File: src/rtl/decode_pkg.sv
// Shared definitions for the N-wide RV32I decode stage: major opcode values
// (inst[6:2]), the per-lane decode record, and immediate-extraction helpers.
package decode_pkg;

  localparam logic [4:0] OPC_LOAD   = 5'b00000;
  localparam logic [4:0] OPC_OP_IMM = 5'b00100;
  localparam logic [4:0] OPC_AUIPC  = 5'b00101;
  localparam logic [4:0] OPC_STORE  = 5'b01000;
  localparam logic [4:0] OPC_OP     = 5'b01100;
  localparam logic [4:0] OPC_LUI    = 5'b01101;
  localparam logic [4:0] OPC_BRANCH = 5'b11000;
  localparam logic [4:0] OPC_JALR   = 5'b11001;
  localparam logic [4:0] OPC_JAL    = 5'b11011;

  // RV32I decode record; field widths are fixed by the ISA.
  typedef struct packed {
    logic [4:0]  op_code;
    logic [3:0]  sub_op;
    logic [4:0]  rs1;
    logic [4:0]  rs2;
    logic [4:0]  rd;
    logic [31:0] imm;
    logic [4:0]  shamt;
    logic        illegal;
  } dec_lane_t;

  function automatic logic [31:0] imm_i(input logic [31:0] inst);
    return {{20{inst[31]}}, inst[31:20]};
  endfunction

  function automatic logic [31:0] imm_s(input logic [31:0] inst);
    return {{20{inst[31]}}, inst[31:25], inst[11:7]};
  endfunction

  function automatic logic [31:0] imm_b(input logic [31:0] inst);
    return {{19{inst[31]}}, inst[31], inst[7], inst[30:25], inst[11:8], 1'b0};
  endfunction

  function automatic logic [31:0] imm_u(input logic [31:0] inst);
    return {inst[31:12], 12'h000};
  endfunction

  function automatic logic [31:0] imm_j(input logic [31:0] inst);
    return {{11{inst[31]}}, inst[31], inst[19:12], inst[20], inst[30:21], 1'b0};
  endfunction

endpackage

File: src/rtl/dec_lane.sv
// Combinational single-instruction RV32I decoder. An invalid lane yields an
// all-zero record; an unsupported encoding on a valid lane sets only illegal.
module dec_lane
  import decode_pkg::*;
(
  input  logic        vld_i,
  input  logic [31:0] inst_i,
  output dec_lane_t   dec_o
);

  logic [4:0] opc_s;
  logic [2:0] f3_s;

  assign opc_s = inst_i[6:2];
  assign f3_s  = inst_i[14:12];

  // Field extraction per major opcode; unused register indices stay zero
  always_comb begin
    dec_o = '0;
    if (vld_i && (inst_i[1:0] == 2'b11)) begin
      case (opc_s)
        OPC_LUI, OPC_AUIPC: begin
          dec_o.rd  = inst_i[11:7];
          dec_o.imm = imm_u(inst_i);
        end
        OPC_OP_IMM: begin
          dec_o.rs1    = inst_i[19:15];
          dec_o.rd     = inst_i[11:7];
          dec_o.imm    = imm_i(inst_i);
          dec_o.sub_op = {(f3_s == 3'b101) ? inst_i[30] : 1'b0, f3_s};
          dec_o.shamt  = inst_i[24:20];
        end
        OPC_OP: begin
          dec_o.rs1    = inst_i[19:15];
          dec_o.rs2    = inst_i[24:20];
          dec_o.rd     = inst_i[11:7];
          dec_o.sub_op = {inst_i[30], f3_s};
          dec_o.shamt  = inst_i[24:20];
        end
        OPC_LOAD: begin
          dec_o.rs1    = inst_i[19:15];
          dec_o.rd     = inst_i[11:7];
          dec_o.imm    = imm_i(inst_i);
          dec_o.sub_op = {1'b0, f3_s};
        end
        OPC_STORE: begin
          dec_o.rs1    = inst_i[19:15];
          dec_o.rs2    = inst_i[24:20];
          dec_o.imm    = imm_s(inst_i);
          dec_o.sub_op = {1'b0, f3_s};
        end
        OPC_BRANCH: begin
          dec_o.rs1    = inst_i[19:15];
          dec_o.rs2    = inst_i[24:20];
          dec_o.imm    = imm_b(inst_i);
          dec_o.sub_op = {1'b0, f3_s};
        end
        OPC_JAL: begin
          dec_o.rd     = inst_i[11:7];
          dec_o.imm    = imm_j(inst_i);
          dec_o.sub_op = 4'b1111;
        end
        OPC_JALR: begin
          dec_o.rs1 = inst_i[19:15];
          dec_o.rd  = inst_i[11:7];
          dec_o.imm = imm_i(inst_i);
        end
        default: dec_o.illegal = 1'b1;
      endcase
      if (dec_o.illegal) begin
        dec_o.op_code = 5'd0;
      end else begin
        dec_o.op_code = opc_s;
      end
    end else if (vld_i) begin
      dec_o.illegal = 1'b1;
    end else begin
      dec_o = '0;
    end
  end

endmodule

File: src/rtl/decode_stage_nw.sv
// Registered N-wide RV32I decode stage with a valid/ready output register and
// a one-entry skid buffer. Lane 0 is the oldest instruction of a bundle.
// Optional feature: define DECODE_RAW_CHECK_EN to build the intra-bundle
// read-after-write comparator; otherwise raw_hazard is constant zero.
module decode_stage_nw
  import decode_pkg::*;
#(
  parameter int ISSUE_WIDTH = 2,
  parameter int XLEN        = 32,
  parameter int RS          = 5,
  parameter int RD          = 5
) (
  input  logic                                clk,
  input  logic                                rst_n,
  input  logic                                flush,
  input  logic                                in_valid,
  output logic                                in_ready,
  input  logic [ISSUE_WIDTH-1:0]              in_lane_vld,
  input  logic [ISSUE_WIDTH-1:0][31:0]        in_inst,
  input  logic [XLEN-1:0]                     in_pc,
  output logic                                out_valid,
  input  logic                                out_ready,
  output logic [ISSUE_WIDTH-1:0]              out_lane_vld,
  output logic [XLEN-1:0]                     out_pc,
  output logic [ISSUE_WIDTH-1:0][4:0]         op_code,
  output logic [ISSUE_WIDTH-1:0][3:0]         sub_op_code,
  output logic [ISSUE_WIDTH-1:0][RS-1:0]      rs1,
  output logic [ISSUE_WIDTH-1:0][RS-1:0]      rs2,
  output logic [ISSUE_WIDTH-1:0][RD-1:0]      rd,
  output logic [ISSUE_WIDTH-1:0][XLEN-1:0]    imm,
  output logic [ISSUE_WIDTH-1:0][4:0]         shift_size,
  output logic [ISSUE_WIDTH-1:0]              illegal,
  output logic [ISSUE_WIDTH-1:0]              raw_hazard
);

  typedef struct packed {
    logic [ISSUE_WIDTH-1:0] lane_vld;
    logic [XLEN-1:0]        pc;
    dec_lane_t [ISSUE_WIDTH-1:0] lanes;
    logic [ISSUE_WIDTH-1:0] raw;
  } bundle_t;

  dec_lane_t [ISSUE_WIDTH-1:0] dec_s;
  logic [ISSUE_WIDTH-1:0]      raw_s;
  bundle_t                     in_bundle_s;
  bundle_t                     out_q, out_d, skid_q, skid_d;
  logic                        out_vld_q, out_vld_d, skid_vld_q, skid_vld_d;
  logic                        xfer_s, accept_s;

  for (genvar g = 0; g < ISSUE_WIDTH; g++) begin : g_lane
    dec_lane u_dec_lane (
      .vld_i  (in_lane_vld[g]),
      .inst_i (in_inst[g]),
      .dec_o  (dec_s[g])
    );
  end

`ifdef DECODE_RAW_CHECK_EN
  // Flag a younger lane whose used source matches an older lane's nonzero rd
  always_comb begin
    raw_s = '0;
    for (int k = 0; k < ISSUE_WIDTH; k++) begin
      for (int j = 0; j < k; j++) begin
        raw_s[k] = raw_s[k] | (in_lane_vld[j] & in_lane_vld[k] &
                               (dec_s[j].rd != 5'd0) &
                               ((dec_s[j].rd == dec_s[k].rs1) |
                                (dec_s[j].rd == dec_s[k].rs2)));
      end
    end
  end
`else
  assign raw_s = '0;
`endif

  assign in_bundle_s = '{lane_vld: in_lane_vld, pc: in_pc, lanes: dec_s, raw: raw_s};
  assign in_ready    = !skid_vld_q;
  assign xfer_s      = in_valid & in_ready;
  assign accept_s    = out_vld_q & out_ready;

  // Pipeline/skid next state; flush overrides everything, skid drains first
  always_comb begin
    out_d      = out_q;
    out_vld_d  = out_vld_q;
    skid_d     = skid_q;
    skid_vld_d = skid_vld_q;
    if (flush) begin
      out_vld_d  = 1'b0;
      skid_vld_d = 1'b0;
    end else if (!out_vld_q || accept_s) begin
      if (skid_vld_q) begin
        out_d      = skid_q;
        out_vld_d  = 1'b1;
        skid_vld_d = 1'b0;
      end else if (xfer_s) begin
        out_d     = in_bundle_s;
        out_vld_d = 1'b1;
      end else begin
        out_vld_d = 1'b0;
      end
    end else if (xfer_s) begin
      skid_d     = in_bundle_s;
      skid_vld_d = 1'b1;
    end else begin
      skid_vld_d = skid_vld_q;
    end
  end

  // Output and skid registers
  always_ff @(posedge clk or negedge rst_n) begin
    if (!rst_n) begin
      out_q      <= '0;
      out_vld_q  <= 1'b0;
      skid_q     <= '0;
      skid_vld_q <= 1'b0;
    end else begin
      out_q      <= out_d;
      out_vld_q  <= out_vld_d;
      skid_q     <= skid_d;
      skid_vld_q <= skid_vld_d;
    end
  end

  assign out_valid    = out_vld_q;
  assign out_lane_vld = out_q.lane_vld;
  assign out_pc       = out_q.pc;
  assign raw_hazard   = out_q.raw;

  for (genvar g = 0; g < ISSUE_WIDTH; g++) begin : g_out
    assign op_code[g]     = out_q.lanes[g].op_code;
    assign sub_op_code[g] = out_q.lanes[g].sub_op;
    assign rs1[g]         = out_q.lanes[g].rs1;
    assign rs2[g]         = out_q.lanes[g].rs2;
    assign rd[g]          = out_q.lanes[g].rd;
    assign imm[g]         = out_q.lanes[g].imm;
    assign shift_size[g]  = out_q.lanes[g].shamt;
    assign illegal[g]     = out_q.lanes[g].illegal;
  end

endmodule
File: config.mk
export PLATFORM = sky130hd
export DESIGN_NAME = decode_stage_nw
export DESIGN_NICKNAME = d
export VERILOG_FILES = /design/src/rtl/decode_pkg.sv /design/src/rtl/dec_lane.sv /design/src/rtl/decode_stage_nw.sv
export SDC_FILE = /design/constraint.sdc
export NUM_CORES = 1
export LEC_CHECK = 0
export ABC_CLOCK_PERIOD_IN_PS = 4400
export CAP_MARGIN = 0
export CORE_MARGIN = 5
export CORE_UTILIZATION = 39
export DETAILED_ROUTE_END_ITERATION = 7
export SYNTH_ARGS = -nofsm -noshare
export SYNTH_HDL_FRONTEND = slang
export SYNTH_HIERARCHICAL = 1
export SYNTH_SLANG_ARGS = --single-unit
File: constraint.sdc
create_clock -name clk -period 4.4 [get_ports clk]
set_input_delay 0.88 -clock clk [delete_from_list [all_inputs] [get_ports clk]]
set_output_delay 0.88 -clock clk [all_outputs]
set_load 0.05 [all_outputs]
Yosys cells after proc, flatten, opt, wreduce, memory -nomap -nowiden
Index checks and enable logic that the tools add are counted.
{"block": "op_classes", "n_eq_ne": 20, "mux": 33, "bitwise_logic": 4, "n_reduce_logical": 28}
{"cell": "$mux W160", "n": 2}
{"cell": "$pmux W32 S5", "n": 2}
{"cell": "$mux W62", "n": 2}
{"cell": "$mux W5", "n": 10}
{"cell": "$pmux W4 S4", "n": 2}
{"cell": "$eq A5 B4 Y1 const B", "n": 6}
{"cell": "$eq A5 B5 Y1 const B", "n": 6}
{"cell": "$eq A5 B3 Y1 const B", "n": 4}
{"cell": "$reduce_or A3 Y1", "n": 6}
{"cell": "$reduce_or A9 Y1", "n": 2}
{"cell": "$mux W1", "n": 15}
{"cell": "$reduce_or A7 Y1", "n": 2}
{"cell": "$reduce_or A6 Y1", "n": 2}
{"cell": "$logic_not A5 Y1", "n": 2}
{"cell": "$reduce_or A2 Y1", "n": 4}
{"cell": "$eq A3 B3 Y1 const B", "n": 2}
{"cell": "$reduce_and A3 Y1", "n": 2}
{"cell": "$eq A2 B2 Y1 const B", "n": 2}
{"cell": "$reduce_bool A2 Y1", "n": 2}
{"cell": "$reduce_bool A3 Y1", "n": 1}
{"cell": "$and A1 B1 Y1", "n": 2}
{"cell": "$logic_and A1 B1 Y1", "n": 2}
{"cell": "$logic_not A1 Y1", "n": 2}
{"cell": "$not A1 Y1", "n": 2}
{"cell": "$logic_or A1 B1 Y1", "n": 1}
{"block": "word_totals", "reg_bits": 320, "in_bits": 103}

Logic depth before layout (Yosys ltp)
{"block": "depth", "ltp_word": 8, "depth_mapped": 8, "ltp_nobuf": 6}

Hierarchy
The synthesis kept the hierarchy.
{"mod": "decode_stage_nw", "instances": 1, "cells_each": 856, "area_each_um2": 13869.6, "seq_area_each_um2": 7957.6}
{"mod": "dec_lane", "instances": 2, "cells_each": 150, "area_each_um2": 863.3, "seq_area_each_um2": 0.0}

Worst setup path after synthesis
Ideal clock, no wire load.
{"block": "synth_timing", "path_type": "input to register", "from": "in in_inst[37] (netlist bit)", "to": "reg out_q, in the netlist imm[33]", "arrival_time_ps": 2572, "t_required_ps": 4273, "path_slack_ps": 1700, "cell_stages": 8, "cell_sequence": "nor2b_2 > and2_2 > buf_2 > o41ai_4 > buf_6 > nor2_1 > mux2_2 > mux2_1"}
{"element": "start, declared", "line_no": "decode_stage_nw.sv:19", "rtl": "input logic [ISSUE_WIDTH-1:0][31:0] in_inst,"}
{"element": "end signal, assigned", "line_no": "decode_stage_nw.sv:116", "rtl": "out_q <= out_d;"}
{"element": "end, declared", "line_no": "decode_stage_nw.sv:46", "rtl": "bundle_t out_q, out_d, skid_q, skid_d;"}

==> flow_metrics.tcl <==
set metrics [dict create \
    status "finished clean" \
    cp_slowest_cell "clkdlybuf4s50_1" \
    fillers 3543 \
    path_max_fanout 25 \
    ios 265 \
    cts_num_sinks 318 \
    grt_start_max_net_pins 90 \
    power.leakage_nw 9.04 \
    synthTopCellsByCount "mux2_2 (414), dfrtp_1 (318), and2_1 (60)" \
    fin_crit_sh_pct 68.9 \
    cp_top_family "buffers and inverters" \
    finClkSkew_ns 0.0126 \
    antenna_found_initial 1 \
    die_area_um2 44100 \
    port_buffers 262 \
    power_density_nw_per_um2 368 \
    netlist_area_um2 15600 \
    synthToLayoutAreaGrowth_pct 26.7 \
    worst_setup_path_start_kind "input pin" \
    slew_headroom_pct 33.5 \
    synth_top_cell_area_share_pct 51.0 \
    clock_latency_ns 0.54 \
    route.antenna.remaining_nets 0 \
    synth_cell_types 44 \
    finalMaxSlewViolations 0 \
    async_flop_share_pct 100 \
    core.rowCount 73 \
    vias 9981 \
    fin_tns_setup_ns 0 \
    post_cts_buffers 0 \
    rr_worst_depth 4 \
    synth.area.top_cells "dfrtp_1 (51%), mux2_2 (30%), mux2_1 (3.8%)" \
    die_h_um 210 \
    h-tree-depth 2 \
    cpPeakStageDelay_ns 0.80 \
    ir_worst_vdd_v 0.000242 \
    syn_avg_cell_area_um2 13.5 \
    swShare_pct 25.8 \
    power_frac_seq_pct 43.7 \
    track_usage_pct 17.9 \
    hold_path_class "in -> async" \
    root_buffer "clkbuf_16" \
    ys_warn_count 6 \
    clk_pin_slew_ns 0.06 \
    drc 0 \
    wl_mm 39.7 \
    dpl.cell_count 1888 \
    path_buf_inv 2 \
    wl_per_cell_um 20.3 \
    fmax_mhz 330 \
    path_cells "clkdlybuf4s50_1 > nor2_1 > and2_2 > o41ai_4 > buf_4 > nor2_1 > mux2_2 > mux2_2" \
    ys_seq_elements 318 \
    ys_seq_area_share_pct 51.0 \
    final_cells 1954 \
    cts_tree "yes" \
    endpoint_kind "flip-flop" \
    die_w_um 210 \
    syn_inst 1156 \
    yosysMostFrequentCell "mux2_2" \
    critical_path_depth 8 \
    post-dp-hpwl_mm 26.5 \
    firstDrtPassIters 4 \
    rsz0062_at_grt "false" \
    p_sw_mw 1.88 \
    pwr-share-clk_pct 42.3 \
    maxCapViolCount 0 \
    initial_core_util_pct 39.3 \
    synth_area_leader_cell "dfrtp_1" \
    setup_viol 0 \
    clockBufferDepth 3 \
    grt_overflow_total 0 \
    drt_iter0_markers 396 \
    place_congestion 0.800 \
    tightest_slew_ns 0.997 \
    p_int_mw 5.39 \
    viasPerCell 5.11 \
    grt_pass1_wl_mm 62.7 \
    fin_nets 1506 \
    cts.repair.resized 0 \
    worst_ep_required_time_ns 4.81 \
    synth_edf_count 0 \
    cts_made_buffers 38 \
    crit_type "in -> reg" \
    synth_ff_type "dfrtp_1" \
    placed_area_um2 18500 \
    arrival_ns 3.44 \
    comb_power_share_pct 14.0 \
    post-route-min-period_ns 3.03 \
    hold_buffers 0 \
    finalHoldViolCount 0 \
    grt_pass1_vias 10600 \
    n_antenna_cell 0 \
    fin_area_um2 19800 \
    core_area_um2 39600 \
    drive_gt1_share_pct 36.2 \
]
layout make-up:
| type | count | area [um2] | area share (%) |
|---|---|---|---|
| clock buffer | 61 | 1170 | 5.93 |
| clock inverter | 5 | 52.6 | 0.266 |
| inverter | 11 | 41.3 | 0.209 |
| multi-input combinational | 756 | 7040 | 35.6 |
| sequential | 318 | 7960 | 40.3 |
| tap | 525 | 657 | 3.33 |
| timing repair buffer | 278 | 2840 | 14.4 |
logic make-up after synthesis:
logic type | count (synthesis) | synth area share, %
compound gates | 91 | 3.79
simple gates | 187 | 6.63
mux | 476 | 34.6
flops | 318 | 51.0
buf+inv | 83 | 3.93
other cells | 1 | 0.0240
per-layer routing:
metal  global-route usage [%]  wire length (um)
met4                     5.09               988
met2                     29.2             19100
met1                     23.0             17000
met3                     5.66              2630
met5                        0                 7
flip-flops by register name, summed over array words and instances (netlist names):
register	cells
out_pc	32
rs1	10
out_lane_vld	2
rd	10
out_valid	1
rs2	10
sub_op_code	8
shift_size	10
op_code	10
skid_vld_q	1
imm	64
illegal	2
skid_q	158
power by group through the flow:
| stage | logic, mW | clock network [mW] | registers [mW] |
|---|---|---|---|
| floorplan | 0.352 | 0 | 3.48 |
| global placement | 1.03 | 0 | 3.22 |
| detailed placement | 1.03 | 0 | 3.23 |
| CTS | 1.04 | 3.20 | 3.18 |
| global route | 1.08 | 3.32 | 3.20 |
| finish | 1.02 | 3.08 | 3.18 |
worst paths after layout:
path	start	end	slack [ns]
setup / recovery	in_inst[3]	imm[3]	1.37
hold / removal	rst_n	out_pc[11]	0.28
setup reg to reg	skid_vld_q	rd[3]	1.85
hold reg to reg	rs2[3]	rs2[3]	0.48
max in group asynchronous	rst_n	skid_q[70]	3.07
min in group clk	rs2[3]	rs2[3]	0.48
layout by cell type (no fill, tap or decap), types with 9 or more instances in the layout:
cell / count
inv_1: 11
clkbuf_1: 13
and2_1: 60
buf_4: 9
dfrtp_1: 317
mux2_1: 52
nor2_1: 43
nand2_1: 30
a21oi_1: 49
clkdlybuf4s50_1: 261
clkbuf_16: 41
mux2_2: 414
mux2_4: 10
worst register-to-register path, delay by kind of cell, from the launching register on:
family	cells	cell delay, ns
buf+inv	2	1.19
mux	2	0.73
flops	1	0.51
stage by stage:
stage	setup slack, ns	power, mW	util (%)	hold slack (ns)
floorplan	1.70	3.83	-	0.459
global placement	0.931	4.25	46.7	0.467
global route	1.27	7.60	49.8	0.300
CTS	1.44	7.42	49.8	0.276
detailed placement	0.859	4.26	46.7	0.475
finish	1.37	7.28	49.8	0.284
Note: power is estimated with default switching activity, not from simulation.
==> RTL edit 1 (config.mk and constraints unchanged) <==
Set the parameter `ISSUE_WIDTH` to 4 (it was 2).
--- a/src/rtl/decode_stage_nw.sv
+++ b/src/rtl/decode_stage_nw.sv
@@ -6,5 +6,5 @@
   import decode_pkg::*;
 #(
-  parameter int ISSUE_WIDTH = 2,
+  parameter int ISSUE_WIDTH = 4,
   parameter int XLEN        = 32,
   parameter int RS          = 5,
Interface: changed (12 resized); port bits go from 265 to 459. The function was not compared with the original's and may differ.
==> RTL edit 1 against the unedited design <==
- cell area increased by 81%
- sequential cell count increased by 252
- total power increased by 74%
- synthesized area increased by 79%
- register-to-register slack got worse by 0.05 ns
- non-clock buffer count increased by 214
- routed wire length increased by 89%
- sequential share of layout area decreased by 0.32 points
- first-iteration DRC count increased by 120%
- setup slack got worse by 0.22 ns
- maximum frequency decreased by 6.8%
==> RTL edit 1: results (changes against the unedited design) <==
Multiplexer area fraction after synthesis -> 0.344 (-0.00159)
H-tree levels -> 3 (+1)
DR iter-0 viols -> 860 (+120%)
Number of distinct library cells after synthesis -> 43 (-2.3%)
Period Utilization, post-route -> 0.739 (+0.0504)
Largest net degree at the start of global routing -> 133 (+48%)
Pleak -> 16.6 nW (+84%)
RD Place Congestion -> 0.850 (+6.2%)
M1 GR Usage -> 0.240 (+0.00999)
Vias in the first global route -> 20022 (+89%)
Worst VDD drop -> 0.289 mV (+19%)
Drt via density -> 5.19 (+1.7%)
Relative slew slack -> 0.394 (+0.0587)
Gr usage total -> 0.190 (+0.0113)
Met3 WL -> 4.73 mm (+80%)
Share of post-route cells with drive strength above 1 -> 0.343 (-0.0200)
First-pass GRT wire length -> 118 mm (+88%)
Placed inst area -> 33400 um^2 (+80%)
Met1 WL -> 31.8 mm (+87%)
Largest cells by area after synthesis -> dfrtp_1 (51%), mux2_2 (28%), mux2_1 (6.2%), and2_1 (2.7%), a21oi_1 (1.7%)
Number of clock buffers in the layout -> 97 (+59%)
Critical-path maximum fanout -> 40 (+60%)
Reg2reg end -> op_code[8]
Met2 Use GR -> 0.323 (+0.0306)
Count of plain and timing-repair buffers -> 492 (+77%)
Multi-In Gates -> 1408 (+86%)
Logic inverters -> 21 (+10)
NonClk Buf Share -> 0.141 (-0.00208)
Status -> finished, final reports clean
Filler cells -> 6252 (+76%)
Most common library cells after synthesis -> mux2_2 (702), dfrtp_1 (570), mux2_1 (154), and2_1 (120), a21oi_1 (97)
Layout Skew -> 0.0292 ns (+0.0165 ns)
Final nets -> 2729 (+81%)
Place WS -> 0.622 ns (-0.237 ns)
TritonCTS Buffers -> 67 (+76%)
Met3 Use GR -> 0.0536 (-0.00295)
WL/cell -> 21.1 um (+3.7%)
Largest register FFs -> 284 (+80%)
Critical Path Max Stage Delay -> 0.91 ns (+0.11 ns)
Worst setup path end -> in_ready
Area fraction in compound gates after synthesis -> 0.0420 (+0.00417)
-- RTL edit 1: cell types whose count changed in the layout (fill, tap and decap cells not counted), moves of 28 or more --
cell / change
mux2_2: +288
clkbuf_16: +28
mux2_1: +102
nand2_1: +30
nor2_1: +42
clkdlybuf4s50_1: +192
and2_1: +60
a21oi_1: +48
dfrtp_1: +252
-- RTL edit 1: cell families after synthesis --
logic type,count (synthesis)
other,1
AND/OR/NAND/NOR,367
buffers and inverters,155
flip-flops,570
AO/OA/AOI/OAI,181
multiplexers,856
-- RTL edit 1: power groups by stage --
stage	clock, mW	sequential, mW	combinational [mW]
after detailed placement	0	5.66	1.50
final	5.62	5.57	1.48
after global routing	6.00	5.59	1.59
after global placement	0	5.65	1.48
after CTS	5.79	5.57	1.51
after floorplan	0	5.96	0.530
==> RTL edit 2 (same flow settings) <==
Without the edit above. Reset style: synchronous (`rst_n`), changed in one clocked block.
--- a/src/rtl/decode_stage_nw.sv
+++ b/src/rtl/decode_stage_nw.sv
@@ -107,5 +107,5 @@
 
   // Output and skid registers
-  always_ff @(posedge clk or negedge rst_n) begin
+  always_ff @(posedge clk) begin
     if (!rst_n) begin
       out_q      <= '0;
Behaviour: not the same (Yosys sat finds a counterexample within 4 cycles, from zero or initial values and one cycle with rst_n low; the reset may be asserted at any time).
==> RTL edit 2 against the unedited design <==
- setup slack gained 0.079 ns
- maximum frequency grew 2.7%
- synthesized cell count grew 49%
- sequential cell count is the same
- synthesized area grew 0.46%
- routed wire length grew 18%
- total power shrank 0.19%
- combinational power grew 4%
- cell area shrank 0.47%
- sequential share of layout area shrank 7.9 points
- largest power group is now the clock network
==> RTL edit 2: results (changes against the unedited design) <==
Largest cells by area after synthesis -> dfxtp_1 (41%), mux2i_1 (20%), o211a_1 (10%), nand2_1 (8.3%), nand3_1 (5.3%)
Placed inst area -> 18400 um^2 (-0.76%)
Syn_area_per_cell -> 9.10 um^2 (-33%)
Inst Count DP -> 2370 (+26%)
Final nets -> 1988 (+32%)
Filler cells -> 3790 (+7.0%)
Ys flop type -> dfxtp_1
Top Metal Used -> met4
Met3 Use GR -> 0.0378 (-0.0188)
Status -> finished, final reports clean
Sequential fraction of the synthesis area -> 0.406 (-0.104)
Gr usage total -> 0.203 (+0.0244)
Met2 routed WL -> 22.0 mm (+15%)
Worst VDD drop -> 0.201 mV (-17%)
Cell Int Power -> 5.25 mW (-2.7%)
RD Place Congestion -> 0.847 (+5.8%)
Hold Path Class -> reg -> reg
Met1 WL -> 21.1 mm (+24%)
Actual slew at the worst max-slew pin -> 1.00 ns (+0.00584 ns)
Critical path's top delay family -> buffers and inverters
Critical-path maximum fanout -> 25 (unchanged)
Met2 Use GR -> 0.332 (+0.0404)
First-pass GRT wire length -> 73.1 mm (+17%)
Diode count -> 0 (unchanged)
Drt pass-1 iters -> 5 (+1)
Skew-Pair Late Insertion Delay -> 0.55 ns
Drt via density -> 5.36 (+4.9%)
DR iter-0 viols -> 904 (+130%)
M1 GR Usage -> 0.272 (+0.0415)
Setup Fix Bufs, Post-CTS -> 0 (unchanged)
Top reg by flops -> skid_q
Share of post-route cells with drive strength above 1 -> 0.0627 (-0.300)
HPWL after detailed placement -> 31.1 mm (+17%)
WL/cell -> 19.2 um (-5.7%)
Pleak -> 7.94 nW (-12%)
Yosys warns -> 6 (unchanged)
Layout Skew -> 0.0173 ns (+0.00461 ns)
FFs w/ async S/R, synth -> 0 (-1.00)
Largest net degree at the start of global routing -> 157 (+74%)
Critical Path Max Stage Delay -> 0.71 ns (-0.09 ns)
Final wirelength -> 46.8 mm (+18%)
Most common library cells after synthesis -> nand2_1 (346), dfxtp_1 (318), mux2i_1 (316), nand3_1 (166), o211a_1 (158)
Place WS -> 0.900 ns (+0.0415 ns)
Number of distinct library cells after synthesis -> 43 (-2.3%)
Slowest CP cell -> clkdlybuf4s50_1
Vias in the first global route -> 12864 (+21%)
Met3 WL -> 2.36 mm (-10%)
RTL edit 2: cell count changes in the layout (fill, tap and decap cells not counted), sizes merged, moves of 8 or more:
cell    unedited run  this run
dfxtp              0       318
buf               17        25
clkinv             3        13
nand3              9       166
nand2             30       346
clkbuf            61        48
dfrtp            318         0
o211a              0       158
mux2             476         2
mux2i              0       316
RTL edit 2: logic make-up (layout without fill, tap and decap cells):
group | Yosys count | after routing | share of synthesized area
AOI/OAI and AO/OA | 250 | 250 | 0.139
other | 1 | 2 | 0.000239
buffers and inverters | 174 | 365 | 0.0599
DFF | 318 | 318 | 0.406
muxes | 318 | 318 | 0.203
and+or+nand+nor | 660 | 660 | 0.191
RTL edit 2: final timing paths:
kind / slack, ns / endpoint / depth (start not counted) / start
setup / recovery: 1.45 / imm[11] / 9 / in_inst[3]
hold / removal: 0.45 / skid_q[50] / 2 / skid_q[50]
setup reg to reg: 2.01 / skid_q[29] / 4 / skid_vld_q
hold reg to reg: 0.45 / skid_q[50] / 2 / skid_q[50]
RTL edit 2: area by class of cell:
type / instances / area, um^2 / area share
timing repair buffer: 286 / 2930 / 0.149
inverter: 11 / 41.3 / 0.00210
clock buffer: 48 / 1100 / 0.0560
clock inverter: 20 / 171 / 0.00872
multi-input combinational: 1230 / 8390 / 0.427
tap: 525 / 657 / 0.0334
sequential: 318 / 6370 / 0.324
RTL edit 2: power by group through the flow:
stage / sequential, mW / combinational, mW / clock, mW
floorplan: 3.40 / 0.352 / 0
global placement: 3.09 / 1.06 / 0
detailed placement: 3.09 / 1.07 / 0
CTS: 3.03 / 1.07 / 3.26
global route: 3.04 / 1.12 / 3.37
finish: 3.03 / 1.06 / 3.17
